### src/rtl/lsu_io_pkg.sv
// Shared LSU I/O constants: input-peripheral window, register offsets and decode helpers.
// The LSU read mux reuses ip_hit() to select o_rd_ip_data.
package lsu_io_pkg;

    localparam logic [15:0] IP_BASE     = 16'h7800;
    localparam logic [4:0]  IP_SW_OFS   = 5'h00;
    localparam logic [4:0]  IP_BTN_OFS  = 5'h04;
    localparam logic [4:0]  IP_FLAG_OFS = 5'h08;

    // 32-byte window: match on address bits [15:5]
    localparam int          IP_WIN_LSB  = 5;
    localparam logic [10:0] IP_WIN_TAG  = IP_BASE[15:IP_WIN_LSB];

    typedef enum logic [1:0] {
        IP_REG_NONE,
        IP_REG_SW,
        IP_REG_BTN,
        IP_REG_FLAG
    } ip_reg_e;

    function automatic logic ip_hit(input logic [15:0] addr);
        return addr[15:IP_WIN_LSB] == IP_WIN_TAG;
    endfunction

    function automatic ip_reg_e ip_decode(input logic [15:0] addr);
        logic [4:0] ofs;
        ofs = {addr[4:2], 2'b00};
        if (!ip_hit(addr)) return IP_REG_NONE;
        case (ofs)
            IP_SW_OFS:   return IP_REG_SW;
            IP_BTN_OFS:  return IP_REG_BTN;
            IP_FLAG_OFS: return IP_REG_FLAG;
            default:     return IP_REG_NONE;
        endcase
    endfunction

endpackage

### src/rtl/input_periph_lsu_if.sv
// LSU-side bus of the input peripheral: address, store data/strobe and read data.
interface input_periph_lsu_if;
    logic [15:0] lsu_addr;
    logic [31:0] st_data;
    logic        lsu_wren;
    logic [31:0] rd_ip_data;

    modport master (output lsu_addr, output st_data, output lsu_wren, input rd_ip_data);
    modport slave  (input lsu_addr, input st_data, input lsu_wren, output rd_ip_data);
endinterface

### src/rtl/sync_debounce.sv
// 2-FF synchroniser plus tick-sampled debounce for a W-bit vector.
// Debounce is present only when INPUT_PERIPH_DEBOUNCE_EN is defined.
module sync_debounce #(
    parameter int W         = 1,
    parameter int DB_CYCLES = 2,
    parameter bit INVERT    = 1'b0
) (
    input  logic         i_clk,
    input  logic         i_reset,
    input  logic [W-1:0] i_raw,
    output logic [W-1:0] o_db
);
    localparam logic [W-1:0] INV_MASK = INVERT ? {W{1'b1}} : {W{1'b0}};

    logic [W-1:0] r_meta;
    logic [W-1:0] r_sync;
    logic [W-1:0] r_db;

    // Polarity folded into the first stage so a reset value of 0 means "released".
    always_ff @(posedge i_clk or posedge i_reset) begin
        if (i_reset) begin
            r_meta <= '0;
            r_sync <= '0;
        end else begin
            r_meta <= i_raw ^ INV_MASK;
            r_sync <= r_meta;
        end
    end

`ifdef INPUT_PERIPH_DEBOUNCE_EN
    localparam int                CNT_W    = $clog2(DB_CYCLES);
    localparam logic [CNT_W-1:0]  CNT_LAST = CNT_W'(DB_CYCLES - 1);

    logic [CNT_W-1:0] r_cnt;
    logic [W-1:0]     r_last;
    logic             w_tick;
    logic [W-1:0]     w_stable;

    assign w_tick   = (r_cnt == CNT_LAST);
    assign w_stable = ~(r_sync ^ r_last);

    always_ff @(posedge i_clk or posedge i_reset) begin
        if (i_reset) begin
            r_cnt  <= '0;
            r_last <= '0;
            r_db   <= '0;
        end else begin
            r_cnt <= w_tick ? '0 : r_cnt + 1'b1;
            if (w_tick) begin
                r_last <= r_sync;
                r_db   <= (r_sync & w_stable) | (r_db & ~w_stable);
            end
        end
    end
`else
    always_ff @(posedge i_clk or posedge i_reset) begin
        if (i_reset) r_db <= '0;
        else         r_db <= r_sync;
    end
`endif

    assign o_db = r_db;
endmodule

### src/rtl/input_periph_lsu.sv
// Input peripheral at 0x7800-0x781F: debounced switches/buttons and W1C press flags.
// Optional debounce selected by INPUT_PERIPH_DEBOUNCE_EN.
module input_periph_lsu
    import lsu_io_pkg::*;
#(
    parameter int SW_W           = 17,
    parameter int BTN_W          = 4,
    parameter bit BTN_ACTIVE_LOW = 1'b1,
    parameter int DB_CYCLES      = 50000
) (
    input  logic                 i_clk,
    input  logic                 i_reset,
    input_periph_lsu_if.slave    bus,
    input  logic [SW_W-1:0]      i_io_sw,
    input  logic [BTN_W-1:0]     i_io_btn,
    output logic                 o_btn_pending
);
    logic [SW_W-1:0]  w_sw_db;
    logic [BTN_W-1:0] w_btn_db;
    logic [BTN_W-1:0] w_rise;
    logic [BTN_W-1:0] w_clr;
    ip_reg_e          w_sel;
    logic [31:0]      w_rd;

    logic [BTN_W-1:0] r_btn_prev;
    logic [BTN_W-1:0] r_flag;
    logic             r_pending;

    sync_debounce #(.W(SW_W), .DB_CYCLES(DB_CYCLES), .INVERT(1'b0)) u_sw_db (
        .i_clk   (i_clk),
        .i_reset (i_reset),
        .i_raw   (i_io_sw),
        .o_db    (w_sw_db)
    );

    sync_debounce #(.W(BTN_W), .DB_CYCLES(DB_CYCLES), .INVERT(BTN_ACTIVE_LOW)) u_btn_db (
        .i_clk   (i_clk),
        .i_reset (i_reset),
        .i_raw   (i_io_btn),
        .o_db    (w_btn_db)
    );

    assign w_sel  = ip_decode(bus.lsu_addr);
    assign w_rise = w_btn_db & ~r_btn_prev;
    assign w_clr  = (bus.lsu_wren && (w_sel == IP_REG_FLAG)) ? bus.st_data[BTN_W-1:0] : '0;

    // A rising edge in the same cycle as a W1C of that bit keeps the flag set.
    always_ff @(posedge i_clk or posedge i_reset) begin
        if (i_reset) begin
            r_btn_prev <= '0;
            r_flag     <= '0;
            r_pending  <= 1'b0;
        end else begin
            r_btn_prev <= w_btn_db;
            r_flag     <= (r_flag & ~w_clr) | w_rise;
            r_pending  <= |r_flag;
        end
    end

    always_comb begin
        w_rd = '0;
        case (w_sel)
            IP_REG_SW:   w_rd[SW_W-1:0]  = w_sw_db;
            IP_REG_BTN:  w_rd[BTN_W-1:0] = w_btn_db;
            IP_REG_FLAG: w_rd[BTN_W-1:0] = r_flag;
            default:     w_rd = '0;
        endcase
    end

    assign bus.rd_ip_data = w_rd;
    assign o_btn_pending  = r_pending;
endmodule

### src/flat_wrapper.sv
// flat-port wrapper written by rule: the top's interface ports become plain ports
module input_periph_lsu_flat import lsu_io_pkg::*;
#(
    parameter int SW_W           = 17,
    parameter int BTN_W          = 4,
    parameter bit BTN_ACTIVE_LOW = 1'b1,
    parameter int DB_CYCLES      = 50000
)
  (i_clk, i_reset, i_io_sw, i_io_btn, o_btn_pending, bus_lsu_addr, bus_st_data, bus_lsu_wren, bus_rd_ip_data);
  input_periph_lsu_if bus_i ();
  input  logic i_clk;
  input  logic i_reset;
  input  logic [SW_W-1:0] i_io_sw;
  input  logic [BTN_W-1:0] i_io_btn;
  output logic o_btn_pending;
  input wire logic [$bits(bus_i.lsu_addr)-1:0] bus_lsu_addr;
  input wire logic [$bits(bus_i.st_data)-1:0] bus_st_data;
  input wire logic [$bits(bus_i.lsu_wren)-1:0] bus_lsu_wren;
  output wire logic [$bits(bus_i.rd_ip_data)-1:0] bus_rd_ip_data;
  assign bus_i.lsu_addr = bus_lsu_addr;
  assign bus_i.st_data = bus_st_data;
  assign bus_i.lsu_wren = bus_lsu_wren;
  assign bus_rd_ip_data = bus_i.rd_ip_data;
  input_periph_lsu #(.SW_W(SW_W), .BTN_W(BTN_W), .BTN_ACTIVE_LOW(BTN_ACTIVE_LOW), .DB_CYCLES(DB_CYCLES)) u_core (.i_clk(i_clk), .i_reset(i_reset), .bus(bus_i), .i_io_sw(i_io_sw), .i_io_btn(i_io_btn), .o_btn_pending(o_btn_pending));
endmodule
### config.mk
export PLATFORM = sky130hd
export DESIGN_NAME = input_periph_lsu_flat
export DESIGN_NICKNAME = d
export VERILOG_FILES = /design/src/rtl/lsu_io_pkg.sv /design/src/rtl/input_periph_lsu_if.sv /design/src/rtl/sync_debounce.sv /design/src/rtl/input_periph_lsu.sv /design/src/flat_wrapper.sv
export SDC_FILE = /design/constraint.sdc
export NUM_CORES = 1
export LEC_CHECK = 0
export CORE_UTILIZATION = 44
export DETAILED_ROUTE_END_ITERATION = 7
export GPL_TIMING_DRIVEN = 1
export PLACE_DENSITY = 0.89
export REMOVE_ABC_BUFFERS = 1
export SYNTH_ARGS = -nofsm -noshare
export SYNTH_HDL_FRONTEND = slang
export SYNTH_SLANG_ARGS = --single-unit
### constraint.sdc
create_clock -name i_clk -period 5.5 [get_ports i_clk]
set_clock_uncertainty 0.1 [all_clocks]
set_input_delay 0.825 -clock i_clk [delete_from_list [all_inputs] [get_ports i_clk]]
set_output_delay 0.825 -clock i_clk [all_outputs]
set_load 0.1 [all_outputs]
==> impl_metrics.yaml <==
die:
  die_x_um: 74.98
  die-height_um: 74.98
  dieArea_sq_mm: 0.005622
  core_area_sq_mm: 0.005107
  initial_core_util: 0.4588
  io_pins: 105
  fp-row-count: 26
timing:
  slew_viol_final: 0
  finalCriticalPeriod_ns: 4.316
  fin_crit_sh: 0.7848
  fmax_mhz: 231.7
  setup_violations: 0
  tightestPinTransition_ns: 0.9815
  finalHoldViolations: 0
  relSlewSlack: 0.3436
  fin_hold_ws_ns: 0.2394
  setup_tns_ns: 0
  fin_ws_ns: 1.184
  rsz0062_at_grt: "false"
synthesis:
  yosysSeqAreaShare: 0.7688
  syn_area_sq_mm: 0.002343
  avgSynthCellArea_sq_um: 16.05
  synth_area_leaders: "dfrtp_1, buf_4, and2_2"
  synth_cell_types: 22
  synth_ff_type: "dfrtp_1"
  synth_common_cells: "dfrtp_1, buf_4, and2_2, inv_1, nor2b_1"
  synth_edf_count: 0
  synthesis.instances: 146
  ys_seq_elements: 72
  yosysWarnings: 0
  post-synth-top-count-cell: "dfrtp_1"
  yosys.area.top_type: "dfrtp_1"
  synthArstFlopShare: 1.000
  synth_top_area_frac: 0.7688
grt:
  grtUsageTotal: 0.1431
  grt_max_degree: 73
  grt_pass1_vias: 1196
  grt_pass1_wl_mm: 5.540
  antenna_found_initial: 0
  overflow: 0
routing:
  via_per_inst: 4.192
  wire_per_inst_um: 12.64
  dr_total_vias: 1199
  drt_iter0_markers: 106
  ant_nets: 0
  firstDrtPassIters: 4
  routed_wl_mm: 3.615
  drc_errors: 0
worst_setup_path:
  cp-endpoint: "bus_rd_ip_data[3]"
  r2r_end: "u_core.o_btn_pending$_DFF_PP0_"
  critPathLaunchType: "primary input"
  cp.required_ns: 4.58
  critical_path_class: "in -> out"
  cp-startpoint: "bus_lsu_addr[6]"
  reg2reg_depth: 1
  r2r-start: "u_core.r_flag[2]$_DFF_PP0_"
  crit_fanout: 4
  ff2ff_setup_slack_ns: 4.34
  arrival_ns: 3.39
  crit_path_end_kind: "output pin"
power:
  seqPwrFrac: 0.545
  p_clk_frac: 0.364
  p_per_area_mw_per_mm2: 329.2
  switching_share: 0.2234
  power_switching_mw: 0.2301
  finalPower_mw: 1.030
  comb_power_share: 0.091
  peakVddDrop_mv: 0.2885
  p_leak_nw: 1.385
  p_int_mw: 0.7998
clock_network:
  htree_levels: 3
  tritoncts: "built"
  clockRootBuffer: "clkbuf_8"
  post_cts_buffers: 0
  clkSinkCount: 72
  clk_path_buf_depth: 2
  post_cts_resized: 0
  clk_pin_slew_worst_paths_ns: 0.07
  cts_buffers: 9
  ctsHoldBuffers: 0
  clk_latency_ns: 0.32
cells_and_area:
  n_antenna_cell: 0
  finalNonFillerCells: 286
  postLayoutCoreUtil: 0.6124
  fin_nets: 286
  fin_area_sq_mm: 0.003128
  area_delta_synth_final_pct: 33.48
  drive_above_1_share: 0.1620
placed_design:
  gp_congestion: 0.7719
  place_ws_ns: 1.214
  port-buffer-count: 59
  dpl-instance-area_sq_mm: 0.002953
  dp_hpwl_mm: 2.555
  placedCellCount: 273
run_status:
  status: "finished clean"
worst_hold_path:
  min-delay-path-class: "reg -> reg"
job:
  drv_cap: 0
==> per-layer routing <==
metal | wire length [um] | vias to the layer above | global-route usage
li1 | - | 568 | -
met1 | 1494 | 584 | 0.1755
met2 | 1856 | 43 | 0.2342
met3 | 203 | 4 | 0.03347
met4 | 61 | 0 | 0.08176
met5 | 0 | - | 0
==> cell families (layout without fill, tap and decap cells) <==
logic type,count (synthesis),count (layout),share of synthesized area
mux,4,4,0.01709
flops,72,72,0.7688
buf+inv,26,82,0.06940
compound gates,8,8,0.02990
other cells,1,15,0.001600
simple gates,35,35,0.1132
==> critical path, cell delays in order <==
cell	delay [ns]
clkdlybuf4s50_1	0.44
nor4_4	0.36
and3_2	0.29
a21boi_0	0.27
clkdlybuf4s50_1	1.20
==> registers in the layout, summed over array words and instances (netlist names) <==
| signal | flops |
|---|---|
| u_core.u_sw_db.o_db | 17 |
| u_core.u_sw_db.r_meta | 17 |
| u_core.u_sw_db.r_sync | 17 |
| u_core.r_btn_prev | 4 |
| u_core.r_flag | 4 |
| u_core.u_btn_db.o_db | 4 |
| u_core.u_btn_db.r_meta | 4 |
| u_core.u_btn_db.r_sync | 4 |
| u_core.o_btn_pending | 1 |
==> final cells by class <==
type	instances	area, sq um
clock buffer	12	145.1
clock inverter	1	30.03
fill	414	1979
inverter	9	33.78
multi-input combinational	62	431.7
sequential	72	1802
tap	70	87.58
timing repair buffer	60	598.1
==> cells in the final DEF, fill, tap and decap left out, types with 5 or more instances in the layout <==
cell             Yosys  final
nor2b_1              5      5
clkdlybuf4s50_1      0     59
and2_2              12     12
conb_1               1     15
inv_1                9      8
dfrtp_1             72     72
clkbuf_8             0     10
==> power by group through the flow <==
stage / combinational [mW] / sequential (mW) / clock [mW]
2_1_floorplan: 0.0593 / 0.568 / 0
3_3_place_gp: 0.0929 / 0.570 / 0
3_5_place_dp: 0.0945 / 0.572 / 0
4_1_cts: 0.0944 / 0.562 / 0.388
5_1_grt: 0.101 / 0.564 / 0.411
6_report: 0.0936 / 0.562 / 0.375
==> how the worst min path moves through the flow <==
stage	endpoint	from	slack (ns)	cells after the start
final	u_core.u_sw_db.o_db[1]$_DFF_PP0_	u_core.u_sw_db.r_sync[1]$_DFF_PP0_	0.24	0
after detailed placement	u_core.u_btn_db.r_sync[2]$_DFF_PP0_	u_core.u_btn_db.r_meta[2]$_DFF_PP0_	0.23	0
after floorplan	u_core.u_btn_db.o_db[0]$_DFF_PP0_	u_core.u_btn_db.r_sync[0]$_DFF_PP0_	0.23	0
after global routing	u_core.u_sw_db.r_sync[7]$_DFF_PP0_	u_core.u_sw_db.r_meta[7]$_DFF_PP0_	0.25	0
after CTS	u_core.u_sw_db.o_db[1]$_DFF_PP0_	u_core.u_sw_db.r_sync[1]$_DFF_PP0_	0.24	0
after global placement	u_core.u_sw_db.r_sync[1]$_DFF_PP0_	u_core.u_sw_db.r_meta[1]$_DFF_PP0_	0.23	0
No activity file was read; power rests on OpenSTA's default activity.
